--- src/rtl/vram_port_arbiter.sv ---
// CPU-priority arbiter for VRAM port 1 with a DMA starvation guard: grant/ack 1 cycle after req, read data 3 cycles after req.
// Requesters hold req until ack (no queueing); define VRAM_ARB_STATS_EN to add the DMA stall counter and its clear input.
module vram_port_arbiter #(
  parameter int MAX_WAIT = 4
) (
  input  logic        clk,
  input  logic        reset_n,
  input  logic        cpu_req,
  input  logic [13:0] cpu_addr,
  input  logic        cpu_wren,
  input  logic [7:0]  cpu_wrdata,
  output logic        cpu_ack,
  output logic [7:0]  cpu_rddata,
  output logic        cpu_rdvalid,
  input  logic        dma_req,
  input  logic [13:0] dma_addr,
  input  logic        dma_wren,
  input  logic [7:0]  dma_wrdata,
  output logic        dma_ack,
  output logic [7:0]  dma_rddata,
  output logic        dma_rdvalid,
  output logic [13:0] vram_addr,
  output logic [7:0]  vram_wrdata,
  output logic        vram_wren,
  input  logic [7:0]  vram_rddata
`ifdef VRAM_ARB_STATS_EN
  ,
  input  logic        stats_clr,
  output logic [15:0] dma_stall_cnt
`endif
);

  typedef struct packed {
    logic [13:0] addr;
    logic        wren;
    logic [7:0]  wrdata;
  } req_t;

  typedef enum logic {
    OWN_CPU = 1'b0,
    OWN_DMA = 1'b1
  } owner_t;

  localparam logic [3:0] WAIT_LIM = 4'(MAX_WAIT);

  req_t       cpu_bus;
  req_t       dma_bus;
  req_t       win_bus;
  logic       cpu_elig;
  logic       dma_elig;
  logic       dma_force;
  logic       grant_cpu;
  logic       grant_dma;
  logic       grant_any;
  logic [3:0] wait_cnt;

  // Two-stage read tag pipeline: stage 1 aligns with the address on the
  // port, stage 2 with the data coming back from the RAM.
  logic       s1_vld;
  owner_t     s1_own;
  logic       s2_vld;
  owner_t     s2_own;

  always_comb begin
    cpu_bus.addr   = cpu_addr;
    cpu_bus.wren   = cpu_wren;
    cpu_bus.wrdata = cpu_wrdata;
    dma_bus.addr   = dma_addr;
    dma_bus.wren   = dma_wren;
    dma_bus.wrdata = dma_wrdata;
  end

  // A requester sitting in its ack cycle is ineligible, which is what lets
  // a continuously-requesting CPU still leave every other slot to DMA.
  always_comb begin
    cpu_elig  = cpu_req & ~cpu_ack;
    dma_elig  = dma_req & ~dma_ack;
    dma_force = dma_elig && (wait_cnt == WAIT_LIM);
    grant_dma = dma_elig && (dma_force || !cpu_elig);
    grant_cpu = cpu_elig && !grant_dma;
    grant_any = grant_cpu || grant_dma;
    win_bus   = grant_dma ? dma_bus : cpu_bus;
  end

  always_ff @(posedge clk or negedge reset_n) begin
    if (!reset_n) begin
      vram_addr   <= '0;
      vram_wrdata <= '0;
      vram_wren   <= 1'b0;
      cpu_ack     <= 1'b0;
      dma_ack     <= 1'b0;
    end else begin
      cpu_ack   <= grant_cpu;
      dma_ack   <= grant_dma;
      vram_wren <= grant_any && win_bus.wren;
      if (grant_any) begin
        vram_addr   <= win_bus.addr;
        vram_wrdata <= win_bus.wrdata;
      end
    end
  end

  always_ff @(posedge clk or negedge reset_n) begin
    if (!reset_n) begin
      s1_vld <= 1'b0;
      s1_own <= OWN_CPU;
      s2_vld <= 1'b0;
      s2_own <= OWN_CPU;
    end else begin
      s1_vld <= grant_any && !win_bus.wren;
      s1_own <= grant_dma ? OWN_DMA : OWN_CPU;
      s2_vld <= s1_vld;
      s2_own <= s1_own;
    end
  end

  always_ff @(posedge clk or negedge reset_n) begin
    if (!reset_n) begin
      cpu_rddata  <= '0;
      cpu_rdvalid <= 1'b0;
      dma_rddata  <= '0;
      dma_rdvalid <= 1'b0;
    end else begin
      cpu_rdvalid <= s2_vld && (s2_own == OWN_CPU);
      dma_rdvalid <= s2_vld && (s2_own == OWN_DMA);
      if (s2_vld && (s2_own == OWN_CPU)) cpu_rddata <= vram_rddata;
      if (s2_vld && (s2_own == OWN_DMA)) dma_rddata <= vram_rddata;
    end
  end

  always_ff @(posedge clk or negedge reset_n) begin
    if (!reset_n) begin
      wait_cnt <= '0;
    end else if (grant_dma) begin
      wait_cnt <= '0;
    end else if (dma_elig && (wait_cnt != WAIT_LIM)) begin
      wait_cnt <= wait_cnt + 4'd1;
    end
  end

`ifdef VRAM_ARB_STATS_EN
  always_ff @(posedge clk or negedge reset_n) begin
    if (!reset_n) begin
      dma_stall_cnt <= '0;
    end else if (stats_clr) begin
      dma_stall_cnt <= '0;
    end else if (dma_elig && !grant_dma && (dma_stall_cnt != 16'hFFFF)) begin
      dma_stall_cnt <= dma_stall_cnt + 16'd1;
    end
  end
`endif

endmodule

--- config.mk ---
export PLATFORM = sky130hd
export DESIGN_NAME = vram_port_arbiter
export DESIGN_NICKNAME = d
export VERILOG_FILES = /design/src/rtl/vram_port_arbiter.sv
export SDC_FILE = /design/constraint.sdc
export NUM_CORES = 1
export LEC_CHECK = 0
export CAP_MARGIN = 0
export CORE_MARGIN = 2
export CORE_UTILIZATION = 44
export CTS_CLUSTER_DIAMETER = 200
export DETAILED_ROUTE_END_ITERATION = 6
export GPL_TIMING_DRIVEN = 0
export PLACE_DENSITY_LB_ADDON = 0.25
export SLEW_MARGIN = 40
export SYNTH_ARGS = -nofsm -noshare
export SYNTH_HDL_FRONTEND = slang
export SYNTH_SLANG_ARGS = --single-unit
--- constraint.sdc ---
create_clock -name clk -period 2.92 [get_ports clk]
set_clock_uncertainty 0.1 [all_clocks]
set_input_delay 0.73 -clock clk [delete_from_list [all_inputs] [get_ports clk]]
set_output_delay 0.73 -clock clk [all_outputs]
set_load 0.02 [all_outputs]
==> run summary, run 1 <==
Number of hold buffers added after CTS: 0
Origin of the critical flop-to-flop path: wait_cnt[0]$_DFFE_PN0P_
Final hold slack: 227.4 ps
Time the final worst path needs with I/O delays and setup: 2207 ps
Number of buffers added on ports: 100
Net total in the final layout: 321
CTS Root Cell: sky130_fd_sc_hd__clkbuf_8
Worst supply voltage drop on vdd: 308.1 µV
Per-instance average area after synthesis: 14.02 µm²
Number of synthesized register bits: 50
Via count: 1666
Share of flip-flops with an asynchronous set or reset: 100.0%
Total CTS buffers: 5
Pin count of the biggest net entering global routing: 27
Final setup vio count: 0
Starting utilization of the core area: 45.43%
Cell with the largest stage delay on the worst path: sky130_fd_sc_hd__clkdlybuf4s50_1
Clock transition at path regs: 90 ps
Kind of end point of the critical path: output port
Count of mapped cells out of synthesis: 153
Critical register-to-register path endpoint: vram_addr[11]$_DFFE_PN0P_
Worst path max stage delay: 640 ps
Critical path arrival: 1380 ps
Setup TNS after final layout: 0 ps
Buffers and inverters on the worst path: 1
Mapped Nets: 213
Synthesis-to-layout area growth: 56.03%
Total DRC errors in the routed layout: 0
Clock tree from TritonCTS: yes
Weighted congestion reported at the end of routability-driven placement: 0.8232
Initial antenna violation count: 0
Most common library cell in the layout ignoring fill and taps: sky130_fd_sc_hd__clkdlybuf4s50_1
1st-pass router iterations: 4
Area of the core: 4723 µm²
Final count of hold timing violations: 0
Post-DR wirelength/cell: 15.58 µm
Type of element launching the critical path: flop
Path type of the worst setup path: flop to output port
Global-route wire length before repair: 7810 µm
Number of standard cells in the layout, taps in and fillers out: 329
CTS sink count: 50
Rows: 25
Leakage power summed over all cells: 0.001355 µW
Number of resized instances in the post-cts repair step: 0
Summed instance area of the synthesized netlist: 2146 µm²
Warning count from the yosys run: 0
Overall Global Routing Usage: 19.05%
Vias in the first global route: 1587
Crit path cell chain: clkdlybuf4s50_1
Headroom to the max-slew limit: 73.38%
Maximum operating frequency: 453.1 MHz
Portion of the post-synthesis area used by sequential elements: 58.31%
Total wirelength of the detailed-routed design: 5127 µm
First-iteration detailed-routing DRC count: 66
Die X-Extent: 73.84 µm
Outcome: complete, no violations
Worst reg2reg path depth: 6
Cell count after placement: 321
Overflow after GRT: 0
Top delay family on crit path: buffers and inverters
Die height: 73.84 µm
Number of flops mapped to enable cells by yosys: 0
Post-route antenna net violation count: 0
Maximum capacitance violations: 0
Clock insertion delay at the later pin of the skew report: 300 ps
Worst-path maximum fanout: 4
Count of different cell masters after synthesis: 28
Setup WS pre-CTS: 642.8 ps
Reg-to-reg setup timing slack: 1200 ps
Share of the clock period used by the worst path after layout: 75.59%
Setup repair after global routing missed its margin: no
WP data required: 2090 ps
Crit path setup slack, layout: 712.8 ps
Maximum buffer depth of the clock tree: 2
Ys flop type: sky130_fd_sc_hd__dfrtp_1
Antenna Diode Count: 0
Slew Limit Fails: 0
Ratio of cells with drive above 1 in the final layout: 16.79%
Routed vias/inst: 5.064
Number of levels the H-tree was split into: 2
Post-CTS setup-driven buffer insertion count: 0
Die area: 5452 µm²
Tightest Pin Transition: 398.4 ps
Pwr per Cell Area: 593.4 nW/µm²
Commonest cells after routing, fill and taps aside: sky130_fd_sc_hd__clkdlybuf4s50_1 (99), sky130_fd_sc_hd__dfrtp_1 (50), sky130_fd_sc_hd__or3_1 (22)
Path class of the lowest-slack min-delay path: input pin to asynchronous set/reset pin
Placed wire-length estimate after detailed placement: 3873 µm
Top Ports: 101
-- cell families (layout without fill, tap and decap cells) --
family	count (synthesis)	count (layout)	share of synthesized area (%)
flops	50	50	58.31
buf+inv	17	126	5.189
compound gates	32	32	15.57
mux	16	16	8.396
simple gates	36	36	11.37
fa+ha+maj	2	2	1.166
-- per-layer routing --
metal  vias up  wire, µm  part of all wire, %  track usage [%]
li1        797         -                    -                -
met1       788      2221                   43            25.51
met2        66      2451                   48            28.97
met3        15       304                  5.9            5.624
met4         0       150                  2.9            7.677
met5         -         0                    0                0
-- stage by stage --
stage               cell area (µm²)  utilization (%)  power, µW
global placement               3231            68.40       1562
finish                         3348            70.89       1987
CTS                            3348            70.89       2002
floorplan                      2146                -       1209
global route                   3348            70.89       2080
detailed placement             3248            68.77       1577
-- layout make-up --
class	instances	area [µm²]
clock inverters	2	17.52
plain buffers	10	85.08
flip-flops and latches	50	1251
repair buffers	101	1018
clock buffers	6	82.58
multi-input cells	86	783.3
fillers	345	1375
inverters	7	26.28
well taps	67	83.83
-- cells in the mapped netlist, types with 2 or more instances --
| cell type | instances | area (µm²) |
|---|---|---|
| sky130_fd_sc_hd__dfrtp_1 | 50 | 1251 |
| sky130_fd_sc_hd__or3_1 | 22 | 137.6 |
| sky130_fd_sc_hd__o221a_1 | 19 | 214.0 |
| sky130_fd_sc_hd__mux2_2 | 15 | 168.9 |
| sky130_fd_sc_hd__inv_1 | 6 | 22.52 |
| sky130_fd_sc_hd__buf_6 | 5 | 56.30 |
| sky130_fd_sc_hd__nand2b_1 | 5 | 31.28 |
| sky130_fd_sc_hd__o221a_2 | 3 | 33.78 |
| sky130_fd_sc_hd__buf_2 | 2 | 10.01 |
| sky130_fd_sc_hd__buf_4 | 2 | 15.01 |
| sky130_fd_sc_hd__ha_1 | 2 | 25.02 |
| sky130_fd_sc_hd__nand2_1 | 2 | 7.510 |
| sky130_fd_sc_hd__nand3_1 | 2 | 10.01 |
| sky130_fd_sc_hd__nor2b_4 | 2 | 27.53 |
| sky130_fd_sc_hd__o21ai_4 | 2 | 32.53 |
| sky130_fd_sc_hd__o22ai_1 | 2 | 12.51 |
-- worst max-delay path by stage --
stage / endpoint / startpoint / slack, ps / cells after the start
6_report: dma_ack / dma_ack$_DFF_PN0_ / 710 / 1
3_3_place_gp: vram_wren$_DFF_PN0_ / reset_n / -370 / 1
2_1_floorplan: vram_addr[10]$_DFFE_PN0P_ / dma_req / 1160 / 5
3_5_place_dp: vram_wrdata[6]$_DFFE_PN0P_ / dma_req / 640 / 6
4_1_cts: dma_ack / dma_ack$_DFF_PN0_ / 690 / 1
5_1_grt: dma_ack / dma_ack$_DFF_PN0_ / 650 / 1
-- registers in the layout, summed over array words and instances (netlist names), 4 cells and up --
name,count
cpu_rddata,8
wait_cnt,4
dma_rddata,8
vram_wrdata,8
vram_addr,14
-- power breakdown --
part | switching (µW) | internal (µW)
registers | 61.0 | 811
clock network | 234 | 195
logic | 301 | 384
total | 596 | 1390
Power figures use the tool's default switching activity.
==> inputs of run 2 (changes only) <==
--- a/config.mk
+++ b/config.mk
@@ -7,7 +7,7 @@
 export LEC_CHECK = 0
 export CAP_MARGIN = 0
 export CORE_MARGIN = 2
-export CORE_UTILIZATION = 44
+export CORE_UTILIZATION = 41
 export CTS_CLUSTER_DIAMETER = 200
 export DETAILED_ROUTE_END_ITERATION = 6
 export GPL_TIMING_DRIVEN = 0
==> constraint.sdc (replaced) <==
create_clock -name clk -period 2.16 [get_ports clk]
set_clock_uncertainty 0.1 [all_clocks]
set_input_delay 0.54 -clock clk [delete_from_list [all_inputs] [get_ports clk]]
set_output_delay 0.54 -clock clk [all_outputs]
set_load 0.02 [all_outputs]
==> run summary, run 2 (synthesis gave the netlist of run 1 again) <==
Total DRC errors in the routed layout: 0
Post-route design area: 3331 µm²
Top delay family on crit path: buffers and inverters
CTS sink count: 50
Initial antenna violation count: 0
Leakage power summed over all cells: 0.001348 µW
Die height: 76.35 µm
Top Ports: 101
Most common library cell in the layout ignoring fill and taps: sky130_fd_sc_hd__clkdlybuf4s50_1
Tightest Pin Transition: 423.3 ps
Die X-Extent: 76.35 µm
Post-CTS setup-driven buffer insertion count: 0
Rows: 26
Path type of the worst setup path: flop to output port
Pwr per Cell Area: 785.5 nW/µm²
Overall Global Routing Usage: 18.83%
Slew Limit Fails: 0
Worst supply voltage drop on vdd: 390.0 µV
Maximum operating frequency: 498.6 MHz
Path class of the lowest-slack min-delay path: input pin to asynchronous set/reset pin
Overflow after GRT: 0
Net total in the final layout: 321
Number of levels the H-tree was split into: 2
Total CTS buffers: 5
Number of buffers added on ports: 100
Crit path cell chain: clkdlybuf4s50_1
Type of element launching the critical path: flop
Maximum buffer depth of the clock tree: 2
Starting utilization of the core area: 42.28%
Placed cell areas: 3252 µm²
Worst-path maximum fanout: 4
Post-DR wirelength/cell: 15.53 µm
Buffers and inverters on the worst path: 1
Cell count after placement: 324
Post-route antenna net violation count: 0
Total wirelength of the detailed-routed design: 5142 µm
1st-pass router iterations: 4
Routed vias/inst: 5.100
Final hold slack: 11.41 ps
Outcome: complete, no violations
Worst path max stage delay: 640 ps
Pin count of the biggest net entering global routing: 32
Clock transition at path regs: 90 ps
Setup repair after global routing missed its margin: no
Final count of hold timing violations: 0
Final setup vio count: 0
Kind of end point of the critical path: output port
Vias in the first global route: 1819
Number of resized instances in the post-cts repair step: 0
Placed wire-length estimate after detailed placement: 3906 µm
Cell with the largest stage delay on the worst path: sky130_fd_sc_hd__clkdlybuf4s50_1
First-iteration detailed-routing DRC count: 84
Max reg flops: 14
Number of standard cells in the layout, taps in and fillers out: 331
Weighted congestion reported at the end of routability-driven placement: 0.7953
CTS Root Cell: sky130_fd_sc_hd__clkbuf_8
Clock tree from TritonCTS: yes
Via count: 1688
Area of the core: 5075 µm²
Ratio of cells with drive above 1 in the final layout: 16.48%
Critical path arrival: 1370 ps
Fill cell total of the finished layout: 415
Footprint of the flip-flops and latches: 1251 µm²
Synthesis-to-layout area growth: 55.22%
Largest reg by FF count: vram_addr
Total power: 2616 µW
Clock insertion delay at the later pin of the skew report: 300 ps
Global-route wire length before repair: 8638 µm
Die area: 5829 µm²
WP data required: 1520 ps
Share of the clock period used by the worst path after layout: 92.84%
Maximum capacitance violations: 0
Multi-input combinational cell area: 783.3 µm²
Headroom to the max-slew limit: 71.71%
Number of hold buffers added after CTS: 0
Antenna Diode Count: 0
Commonest cells after routing, fill and taps aside: sky130_fd_sc_hd__clkdlybuf4s50_1 (99), sky130_fd_sc_hd__dfrtp_1 (50), sky130_fd_sc_hd__or3_1 (22)
Time the final worst path needs with I/O delays and setup: 2005 ps
## run 2: metal layers
layer | vias up | routed length [µm] | track usage [%]
met3 | 7 | 364 | 5.806
met5 | - | 0 | 0
li1 | 791 | - | -
met2 | 64 | 2552 | 31.68
met4 | 0 | 70 | 6.182
met1 | 826 | 2154 | 23.13
## run 2: worst paths after layout
check	start	to	slack, ps	depth (start not counted)
min reg2reg	s1_vld$_DFF_PN0_	s2_vld$_DFF_PN0_	260	0
max	dma_ack$_DFF_PN0_	dma_ack	150	1
min in group clk	s1_vld$_DFF_PN0_	s2_vld$_DFF_PN0_	260	0
max reg2reg	wait_cnt[0]$_DFFE_PN0P_	vram_addr[2]$_DFFE_PN0P_	450	6
min	reset_n	wait_cnt[1]$_DFFE_PN0P_	10	1
max in group asynchronous	reset_n	dma_rddata[5]$_DFFE_PN0P_	1510	2
## run 2: cell type report
cell class	count	area share, %
tap	70	2.630
clock inverter	2	0.3005
inverter	7	0.7889
sequential	50	37.57
clock buffer	5	2.066
multi-input combinational	86	23.52
buffer	10	2.554
timing repair buffer	101	30.58
## run 2: stage by stage
step                      setup slack, ps  util, %  setup TNS [ps]
after CTS                           134.5    65.63               0
after detailed placement            35.16    64.08               0
after global routing                99.69    65.63               0
final                               154.6    65.63               0
after global placement             -994.1    63.73          -49590
after floorplan                     594.8        -               0
## run 2: where the power goes
group	switching (µW)	total, µW	internal [µW]
Sequential	80.5	1180	1100
Clock	290	508	218
Combinational	412	931	519
Total	783	2620	1830
==> inputs of run 3 (changes only) <==
--- a/config.mk
+++ b/config.mk
@@ -7,7 +7,7 @@
 export LEC_CHECK = 0
 export CAP_MARGIN = 0
 export CORE_MARGIN = 2
-export CORE_UTILIZATION = 41
+export CORE_UTILIZATION = 44
 export CTS_CLUSTER_DIAMETER = 200
 export DETAILED_ROUTE_END_ITERATION = 6
 export GPL_TIMING_DRIVEN = 0
==> constraint.sdc (replaced) <==
create_clock -name clk -period 2.35 [get_ports clk]
set_clock_uncertainty 0.1 [all_clocks]
set_input_delay 0.5875 -clock clk [delete_from_list [all_inputs] [get_ports clk]]
set_output_delay 0.5875 -clock clk [all_outputs]
set_load 0.02 [all_outputs]
==> results of run 3 <==
Same layout as run 1 (identical final DEF). Status: complete, no violations.
Among the figures that moved: setup slack after placement 642.8 ps -> 215.3 ps; setup slack after layout 712.8 ps -> 285.3 ps; hold slack 227.4 ps -> 84.93 ps; register-to-register setup slack 1200 ps -> 630 ps; total power 1987 µW -> 2469 µW; worst IR drop on VDD 308.1 µV -> 382.8 µV
